--- src/rtl/mac_layer_seq.sv ---
// rtl/mac_layer_seq.sv - neuron sequencer for one signed 8x8 MAC lane
// Streams image/weight reads per neuron, times accumulator controls, hands results out on valid/ready.
module mac_layer_seq #(
  parameter int IN_LEN  = 784,
  parameter int OUT_LEN = 10,
  parameter int IA_W    = 10,
  parameter int WA_W    = 13,
  parameter int MEM_LAT = 1,
  parameter int MAC_LAT = 2
) (
  input  logic            clk_i,
  input  logic            rst_i,
  input  logic            start_i,
  input  logic            relu_i,
  output logic            busy_o,
  output logic            done_o,
  output logic            img_rd_o,
  output logic [IA_W-1:0] img_addr_o,
  output logic            wgt_rd_o,
  output logic [WA_W-1:0] wgt_addr_o,
  output logic            mac_clear_o,
  output logic            acc_en_o,
  output logic            relu_en_o,
  input  logic [31:0]     mac_result_i,
  output logic            res_valid_o,
  input  logic            res_ready_i,
  output logic [31:0]     res_data_o,
  output logic [3:0]      res_idx_o
);

  localparam int LAT = MEM_LAT + MAC_LAT;

  typedef enum logic [2:0] {
    S_IDLE, S_CLEAR, S_STREAM, S_DRAIN, S_RELU, S_CAPT, S_OUT, S_DONE
  } state_t;

  state_t          r_state, w_next;
  logic [LAT-1:0]  r_pipe;
  logic [LAT-1:0]  w_pipe_nxt;
  logic            r_relu;
  logic [IA_W-1:0] r_i;
  logic [WA_W-1:0] r_base;
  logic [WA_W-1:0] r_wa;
  logic [3:0]      r_n;
  logic            r_res_valid;
  logic [31:0]     r_res_data;
  logic [3:0]      r_res_idx;
  logic            w_rd;
  logic            w_last_in;
  logic            w_last_n;

  assign w_rd      = (r_state == S_STREAM);
  assign w_last_in = (r_i == IA_W'(IN_LEN - 1));
  assign w_last_n  = (r_n == 4'(OUT_LEN - 1));

  // Read strobe travels the memory+multiplier latency before it becomes acc_en.
  generate
    if (LAT == 1) begin : g_pipe1
      assign w_pipe_nxt = w_rd;
    end else begin : g_pipen
      assign w_pipe_nxt = {r_pipe[LAT-2:0], w_rd};
    end
  endgenerate

  always_comb begin
    w_next      = r_state;
    busy_o      = (r_state != S_IDLE);
    done_o      = 1'b0;
    mac_clear_o = 1'b0;
    relu_en_o   = 1'b0;
    img_rd_o    = w_rd;
    wgt_rd_o    = w_rd;
    img_addr_o  = w_rd ? r_i  : '0;
    wgt_addr_o  = w_rd ? r_wa : '0;
    acc_en_o    = r_pipe[LAT-1];
    case (r_state)
      S_IDLE:   if (start_i) w_next = S_CLEAR;
      S_CLEAR: begin
        mac_clear_o = 1'b1;
        w_next      = S_STREAM;
      end
      S_STREAM: if (w_last_in) w_next = S_DRAIN;
      // Exit once the last strobe is being consumed, so CAPT sees the final sum.
      S_DRAIN:  if (w_pipe_nxt == '0) w_next = r_relu ? S_RELU : S_CAPT;
      S_RELU: begin
        relu_en_o = 1'b1;
        w_next    = S_CAPT;
      end
      S_CAPT:   w_next = S_OUT;
      S_OUT:    if (res_ready_i) w_next = w_last_n ? S_DONE : S_CLEAR;
      S_DONE: begin
        done_o = 1'b1;
        w_next = S_IDLE;
      end
      default:  w_next = S_IDLE;
    endcase
  end

  always_ff @(posedge clk_i or posedge rst_i) begin
    if (rst_i) begin
      r_state     <= S_IDLE;
      r_pipe      <= '0;
      r_relu      <= 1'b0;
      r_i         <= '0;
      r_base      <= '0;
      r_wa        <= '0;
      r_n         <= '0;
      r_res_valid <= 1'b0;
      r_res_data  <= '0;
      r_res_idx   <= '0;
    end else begin
      r_state <= w_next;
      r_pipe  <= w_pipe_nxt;
      case (r_state)
        S_IDLE: if (start_i) begin
          r_relu <= relu_i;
          r_n    <= '0;
          r_base <= '0;
        end
        S_CLEAR: begin
          r_i  <= '0;
          r_wa <= r_base;
        end
        S_STREAM: begin
          r_i  <= w_last_in ? '0 : r_i + 1'b1;
          r_wa <= r_wa + 1'b1;
        end
        S_CAPT: begin
          r_res_data  <= mac_result_i;
          r_res_idx   <= r_n;
          r_res_valid <= 1'b1;
        end
        S_OUT: if (res_ready_i) begin
          r_res_valid <= 1'b0;
          r_base      <= r_base + WA_W'(IN_LEN);
          r_n         <= r_n + 1'b1;
        end
        default: ;
      endcase
    end
  end

  assign res_valid_o = r_res_valid;
  assign res_data_o  = r_res_data;
  assign res_idx_o   = r_res_idx;

endmodule

--- config.mk ---
export PLATFORM = sky130hd
export DESIGN_NAME = mac_layer_seq
export DESIGN_NICKNAME = d
export VERILOG_FILES = /design/src/rtl/mac_layer_seq.sv
export SDC_FILE = /design/constraint.sdc
export NUM_CORES = 1
export LEC_CHECK = 0
export CAP_MARGIN = 20
export CORE_MARGIN = 3
export CORE_UTILIZATION = 27
export CTS_CLUSTER_SIZE = 10
export DETAILED_ROUTE_END_ITERATION = 16
export HOLD_SLACK_MARGIN = 0.08
export PLACE_DENSITY = 0.47
export SLEW_MARGIN = 40
export SYNTH_ARGS = -nofsm -noshare
export SYNTH_HDL_FRONTEND = slang
export SYNTH_SLANG_ARGS = --single-unit
--- constraint.sdc ---
create_clock -name clk_i -period 2.99 [get_ports clk_i]
set_input_delay 0.299 -clock clk_i [delete_from_list [all_inputs] [get_ports clk_i]]
set_output_delay 0.299 -clock clk_i [all_outputs]
set_load 0.005 [all_outputs]
After elaboration in Yosys (flattened, before gate mapping):

Cells that the tools add are included.

* output and inout bits: 67
* bits of input ports: 37
* flip-flop bits (word level): 84
* word-level logic and storage cells: 60

* eq/ne operators: 13
* $add $sub $neg: 4
* multiplexer cells: 23
* reduce and logical (&&, ||, !) cells: 10

Operators with widths (number)
* one-hot mux 13 bit (2 select lines): 2
* two-way mux 13 bit: 3
* one-hot mux 3 bit (8 select lines): 1
* two-way mux 10 bit: 2
* one-hot mux 10 bit (2 select lines): 1
* two-way mux 3 bit: 5
* adder 13 x 1 -> 13 bit (second input constant): 1
* adder 13 x 10 -> 13 bit (second input constant): 1
* == test 3 bit (second input constant): 4
* adder 10 x 1 -> 10 bit (second input constant): 1
* == test 10 bit (second input constant): 1
* two-way mux 4 bit: 2
* one-hot mux 4 bit (2 select lines): 1
* == test 3 x 2 -> 1 bit (second input constant): 2
* logical NOT 3 bit: 2
* inequality test 2 bit (second input constant): 3
* nonzero test 2 bit: 3
* two-way mux 1 bit: 5
* adder 4 x 1 -> 4 bit (second input constant): 1
* == test 4 bit (second input constant): 1
* AND reduction 2 bit: 2
* AND reduction 4 bit: 1
* == test 3 x 1 -> 1 bit (second input constant): 1
* AND reduction 3 bit: 1
* 3 further kinds: 3

Logic depth before layout (Yosys ltp):

Gate-level depths: netlist (run 1).

* depth in word-level cells: 4
* depth in mapped cells: 6
* mapped depth without buffers: 6

Worst setup path before layout (run 1):

Ideal clock, no wire load.

* path type: flip-flop to output port
* start: register r_state[2]
* end: output port img_addr_o[8]
* cell stages (with the launch flop): 5
* setup slack: 1327 ps
* data arrival time: 1364 ps
* required time: 2691 ps
* cells stage by stage: dfrtp_1 > or3b_4 > clkinv_4 > clkbuf_1 > and2_1

* cells in the longest elaborated chain, start to end: 2

Ends and longest elaborated chain
* start: declaration: RTL line 37 `state_t r_state, w_next;`
* start signal: assignment: RTL line 112 `r_state <= w_next;`
* == test 3 x 2 -> 1 bit: RTL line 52 `assign w_rd = (r_state == S_STREAM);`
* via img_rd_o: RTL line 17 `output logic img_rd_o,`
* two-way mux 10 bit: RTL line 73 `img_addr_o = w_rd ? r_i : '0;`
* end: declaration: RTL line 18 `output logic [IA_W-1:0] img_addr_o,`

The timed path passes the listed nets, and every way through them passes these cells.

Worst setup path after layout (run 1):

* start: register r_state[2]
* end: output port img_addr_o[7]

* cells in the longest elaborated chain, start to end: 2

Ends and longest elaborated chain (RTL line)
* == test 3 x 2 -> 1 bit: 52
* two-way mux 10 bit: 73

Every way passes these cells.

==> results of run 1 <==
## final cells by class
cell class / instances / area [sq um] / area share
timing repair buffer: 108 / 1081 / 0.1999
inverter: 13 / 55.05 / 0.01018
clock inverter: 7 / 76.32 / 0.01411
multi-input combinational: 245 / 1744 / 0.3225
sequential: 80 / 2002 / 0.3701
clock buffer: 9 / 225.2 / 0.04164
tap: 180 / 225.2 / 0.04164
## Yosys cell counts (all sizes together), types with 2 or more instances
library cell,n
dfrtp,80
mux2,35
nand2,30
and2,26
nor2,21
o21ai,16
buf,14
inv,12
a21oi,11
nand3,11
nand4,10
nor3,7
xor2,6
clkbuf,5
ha,5
or3,5
xnor2,5
o31ai,4
a22o,3
and3,3
nor4,3
o22a,3
a22oi,2
a2bb2oi,2
a31oi,2
a32oi,2
and4b,2
nand2b,2
nand3b,2
nand4b,2
o21a,2
o32a,2
o32ai,2
## critical path: stages (launching register included)
cell and delay (ns):
dfrtp_1 0.38, or3b_4 0.50, clkinv_4 0.24, and2_1 0.19
clkdlybuf4s50_1 0.50
## sequential cells by signal, summed over array words and instances (netlist names)
| name | flops |
|---|---|
| r_wa | 13 |
| res_idx_o | 4 |
| r_base | 9 |
| r_state | 3 |
| r_relu | 1 |
| res_data_o | 32 |
| r_pipe | 3 |
| r_n | 4 |
| r_i | 10 |
| res_valid_o | 1 |
## cell families (layout without fill, tap and decap cells)
logic type	count (synthesis)	in the layout	share of synthesized area
adder cells (fa/ha/maj)	5	5	0.01590
multiplexers	36	36	0.1027
AO/OA/AOI/OAI	64	64	0.1170
AND/OR/NAND/NOR	129	129	0.1831
buffers and inverters	32	137	0.04801
XOR/XNOR	11	11	0.02448
flip-flops	80	80	0.5087
## where the power goes
| part | total, W | switching (W) | internal (W) | leakage [nW] |
|---|---|---|---|---|
| registers | 0.00185 | 0.000335 | 0.00152 | 1.00 |
| clock network | 0.00113 | 0.000476 | 0.000654 | 0.143 |
| logic | 0.00218 | 0.000980 | 0.00120 | 1.09 |
## metal layers
layer	routed length, um	GRT usage	vias up
met5	0	0	-
met4	162	0.04858	0
met3	413	0.02611	11
met2	4845	0.1983	70
met1	4798	0.1795	1524
li1	-	-	1485
## placed cells by master (no fill, tap or decap), types with 3 or more instances in the layout
cell type / netlist / routed
ha_1: 5 / 5
and2_1: 25 / 25
inv_1: 12 / 11
o31ai_1: 4 / 4
nor3_1: 7 / 7
o22a_1: 3 / 3
nor2_1: 21 / 21
nand3_1: 11 / 11
xnor2_1: 5 / 5
clkbuf_16: 0 / 9
dfrtp_1: 80 / 80
nand4_1: 9 / 9
and3_1: 3 / 3
buf_4: 3 / 4
a21oi_1: 11 / 11
o21ai_0: 16 / 16
nand2_1: 30 / 30
xor2_1: 6 / 6
or3_1: 5 / 5
mux2_2: 35 / 35
clkdlybuf4s50_1: 0 / 103
nor4_1: 3 / 3
inv_6: 0 / 3
a22o_1: 3 / 3
## path summary, 6_finish.rpt
path,start,to,cells past startpoint
setup / recovery,r_state[2],img_addr_o[7],4
hold / removal,rst_i,r_wa[4],2
setup reg to reg,r_state[0],r_base[12],5
hold reg to reg,r_pipe[0],r_pipe[1],0
max in group asynchronous,rst_i,r_n[0],3
min in group clk_i,r_pipe[0],r_pipe[1],0
## metrics by stage
step	area, sq um	power, W
3_3_place_gp	5107	0.004048
6_report	5409	0.005163
5_1_grt	5409	0.005538
4_1_cts	5409	0.005249
3_5_place_dp	5107	0.004079
2_1_floorplan	3935	0.003049
==> out/results.ini, run 1 <==
[sta]
tns_ns = 0
hold_viol_final = 0
fmax_ghz = 0.4088
whs_ns = 0.3745
fin_crit_ns = 2.446
setup_slack_ns = 0.5439
skew_ns = 0.004601
setup_viol = 0
tightestPinTransition_ns = 0.6820
rsz0062_at_grt = false
slew_violations = 0
period_share = 0.8181
slew_headroom = 0.5448

[route]
viasPerCell = 4.813
routed_wl_um = 10220
post-route-drc-count = 0
first_pass_iters = 4
wl_per_cell_um = 15.92
vias = 3090
ant_nets = 0
initialDrtViolationCount = 174

[synthesis]
netlist_top_cells_area = dfrtp_1 51%, mux2_2 10%, and2_1 4.0%, nand2_1 2.9%, o21ai_0 2.0%
syn_nets = 399
ys_types = 60
synth_edf_count = 0
ys.flop_type = dfrtp_1
netlist_area_sq_um = 3935
postSynthCellCount = 357
synth_top_area_share = 0.5087
yosysWarnings = 0
synth-seq-area-share = 0.5087
synth-seq-cells = 80
synth-async-reset-ratio = 1.000
yosysTopAreaCell = dfrtp_1
syn_area_per_cell_sq_um = 11.02

[cells_and_area]
num-fill-cells = 1346
antenna_cells = 0
final_nets = 499
post-route-util = 0.3852
instances_no_fill = 642
area_delta_synth_final_pct = 37.46
drive_gt1_frac = 0.1407

[global_routing]
grt_pass1_wl_um = 16640
grt-ovfl-total = 0
antenna_found_initial = 0
grt_max_degree = 46
grt.total_usage = 0.1291
grt_pass1_vias = 2993

[die]
rows = 43
core_area_sq_um = 14040
die_area_sq_um = 16060
start_util = 0.2802
ios = 104
die_h_um = 126.7
die_x_um = 126.7

[worst_setup_path]
critPathLaunchType = register
path_class = reg -> out
arrival_ns = 2.15
cp_max_fo = 35
r2r_slack_ns = 1.03
crit_required_ns = 2.69
critPathCaptureType = primary output

[placement]
port-buffer-count = 103
gp_congestion = 0.7373
dpl.hpwl_um = 7142
dp_cells = 626
place_ws_ns = 0.8700

[cts]
path_clk_slew_ns = 0.06
post_cts_buffers = 0
h-tree-depth = 3
tritoncts = done
cts_root_buf = clkbuf_16
cts_buffers = 9
cts.sinks = 80
cts_resized = 0
ctsLongestPathBuffers = 2
holdBufCountCts = 0
clock_latency_ns = 0.34

[pwr]
ir_drop_mv = 0.3149
leakagePower_nw = 2.233
powerDensity_nw_per_um2 = 954.6

[hold_path]
hold_class = in -> async

[run]
cap_violations = 0

[status]
status = completed

Power figures use the tool's default switching activity.
==> run 2, diff against run 1 <==
--- a/config.mk
+++ b/config.mk
@@ -11,7 +11,7 @@
 export CTS_CLUSTER_SIZE = 10
 export DETAILED_ROUTE_END_ITERATION = 16
 export HOLD_SLACK_MARGIN = 0.08
-export PLACE_DENSITY = 0.47
+export PLACE_DENSITY = 0.48
 export SLEW_MARGIN = 40
 export SYNTH_ARGS = -nofsm -noshare
 export SYNTH_HDL_FRONTEND = slang
==> constraint.sdc (replaced) <==
create_clock -name clk_i -period 2.2 [get_ports clk_i]
set_input_delay 0.22 -clock clk_i [delete_from_list [all_inputs] [get_ports clk_i]]
set_output_delay 0.22 -clock clk_i [all_outputs]
set_load 0.005 [all_outputs]
==> out/results.ini, run 2 (synthesis gave the netlist of run 1 again) <==
[route]
first_pass_iters = 4  ; unchanged
routed_wl_um = 10190  ; -0.30%
initialDrtViolationCount = 166  ; -4.6%
vias = 3128  ; +1.2%
ant_nets = 0  ; unchanged
wl_per_cell_um = 15.77  ; -0.92%
post-route-drc-count = 0  ; unchanged
viasPerCell = 4.842  ; +0.60%

[cells_and_area]
final_common_cell = clkdlybuf4s50_1
layout_common_cells = 89 x clkdlybuf4s50_1, 80 x dfrtp_1, 35 x mux2_2, 30 x nand2_1, 20 x nor2_1
fin_area_sq_um = 5507  ; +1.8%
final_nets = 503  ; +0.80%
drive_gt1_frac = 0.1652  ; +0.02454
num-fill-cells = 1362  ; +1.2%
largest_reg_flops = 32  ; unchanged
instances_no_fill = 646  ; +0.62%
area_delta_synth_final_pct = 39.94
post-route-util = 0.3921  ; +0.006950
antenna_cells = 0  ; unchanged

[cts]
h-tree-depth = 3  ; unchanged
post_cts_buffers = 0  ; unchanged
clock_latency_ns = 0.34  ; about the same
holdBufCountCts = 0  ; unchanged
cts_root_buf = clkbuf_16
tritoncts = done
path_clk_slew_ns = 0.06  ; about the same
ctsLongestPathBuffers = 2  ; unchanged
cts_buffers = 9  ; unchanged
cts.sinks = 80  ; unchanged

[status]
status = completed

[sta]
whs_ns = 0.3202  ; -0.05436 ns
hold_viol_final = 0  ; unchanged
slew_violations = 0  ; unchanged
fin_crit_ns = 2.180
tns_ns = 0  ; unchanged
period_share = 0.9910
fmax_ghz = 0.4587
rsz0062_at_grt = true
slew_headroom = 0.6295  ; +0.08471
skew_ns = 0.006627  ; +0.002025 ns
tightestPinTransition_ns = 0.5546  ; -0.1274 ns
setup_viol = 0  ; unchanged

[worst_setup_path]
r2r_slack_ns = 0.38  ; -0.65 ns
r2r-start = r_state[1]
crit_path_max_incr_delay_ns = 0.51  ; about the same
critPathCaptureType = primary output
path_class = reg -> out
path_cells = or3b_4, buf_4, nor2_1, clkdlybuf4s50_1
cp-startpoint = r_state[2]
crit_required_ns = 1.98  ; -0.71 ns
arrival_ns = 1.96  ; -0.19 ns
cp_max_fo = 11  ; -69%
slowest_stage = clkdlybuf4s50_1
critPathLaunchType = register

[global_routing]
grt_pass1_wl_um = 16890  ; +1.5%
grt_pass1_vias = 3166  ; +5.8%
grt.total_usage = 0.1322  ; +0.003144
grt_max_degree = 39  ; -15%
antenna_found_initial = 0  ; unchanged
grt-ovfl-total = 0  ; unchanged

[die]
rows = 43  ; unchanged
die_x_um = 126.7  ; unchanged
start_util = 0.2802  ; unchanged
die_area_sq_um = 16060  ; unchanged
ios = 104  ; unchanged
die_h_um = 126.7  ; unchanged
core_area_sq_um = 14040  ; unchanged

[placement]
dp_cells = 630  ; +0.64%
dpl.hpwl_um = 7303  ; +2.2%
placed_area_sq_um = 5165  ; +1.1%
gp_congestion = 0.7671  ; +4.0%
port-buffer-count = 103  ; unchanged

[hold_path]
hold_class = in -> async

[pwr]
ir_drop_mv = 0.4179  ; +33%
leakagePower_nw = 2.506  ; +12%
powerDensity_nw_per_um2 = 1261  ; +32%

[run]
cap_violations = 0  ; unchanged

## run 2: cell types whose count changed in the layout (fill, tap and decap cells not counted), moves of 2 or more
cell             previous run  this run
and2_4                      0         7
and2_1                     25        18
dlymetal6s2s_1              0        13
buf_12                      1         3
inv_6                       3         1
buf_4                       4         6
clkdlybuf4s50_1           103        89
## run 2: routing by layer
layer | wire length [um] | track usage | share of wire
met5 | 0 | 0 | 0
met2 | 4746 | 0.2039 | 0.47
met4 | 267 | 0.05994 | 0.026
met1 | 4829 | 0.1817 | 0.47
met3 | 346 | 0.02274 | 0.034
## run 2: power breakdown
group | internal [W] | leakage, nW | switching [W]
combinational | 0.00166 | 1.36 | 0.00135
sequential | 0.00206 | 1.00 | 0.000449
clock | 0.000799 | 0.139 | 0.000614
total | 0.00453 | 2.51 | 0.00242
## run 2: area by class of cell
type | count | area (sq um) | share of cell area
Clock buffer | 10 | 239.0 | 0.04340
Clock inverter | 6 | 43.79 | 0.007953
Inverter | 13 | 65.06 | 0.01182
Multi-Input combinational cell | 245 | 1764 | 0.3204
Sequential cell | 80 | 2002 | 0.3636
Tap cell | 180 | 225.2 | 0.04090
Timing Repair Buffer | 112 | 1167 | 0.2120
## run 2: critical path: cells and delay by family, from the launching register on
family / cells / cell delay [ns]
buffers and inverters: 2 / 0.71
AND/OR/NAND/NOR: 2 / 0.54
flip-flops: 1 / 0.37
## run 2: path summary, 6_finish.rpt
kind	to	cells past startpoint
worst max-delay path	wgt_addr_o[6]	4
worst min-delay path	r_wa[4]	2
worst max register to register	r_wa[10]	5
worst min register to register	r_pipe[1]	0
max in group asynchronous	r_i[8]	3
min in group clk_i	r_relu	3
## run 2: per-stage QoR
step | total power [W] | worst slack (ns)
2_1_floorplan | 0.004145 | 0.6158
5_1_grt | 0.007486 | -0.07729
4_1_cts | 0.007055 | -0.007445
3_3_place_gp | 0.005506 | 0.2902
3_5_place_dp | 0.005572 | 0.2749
6_report | 0.006944 | 0.01975
## run 2: timing repair
action,CTS,global route
gates resized for setup,7,16
pin swaps,0,2
gates cloned,0,0
endpoints found under the setup margin,22,23
==> run 3, diff against run 2 <==
--- a/config.mk
+++ b/config.mk
@@ -8,7 +8,6 @@
 export CAP_MARGIN = 20
 export CORE_MARGIN = 3
 export CORE_UTILIZATION = 27
-export CTS_CLUSTER_SIZE = 10
 export DETAILED_ROUTE_END_ITERATION = 16
 export HOLD_SLACK_MARGIN = 0.08
 export PLACE_DENSITY = 0.48
==> results of run 3 <==
No change in the layout: final DEF, timing and power equal those of run 2.
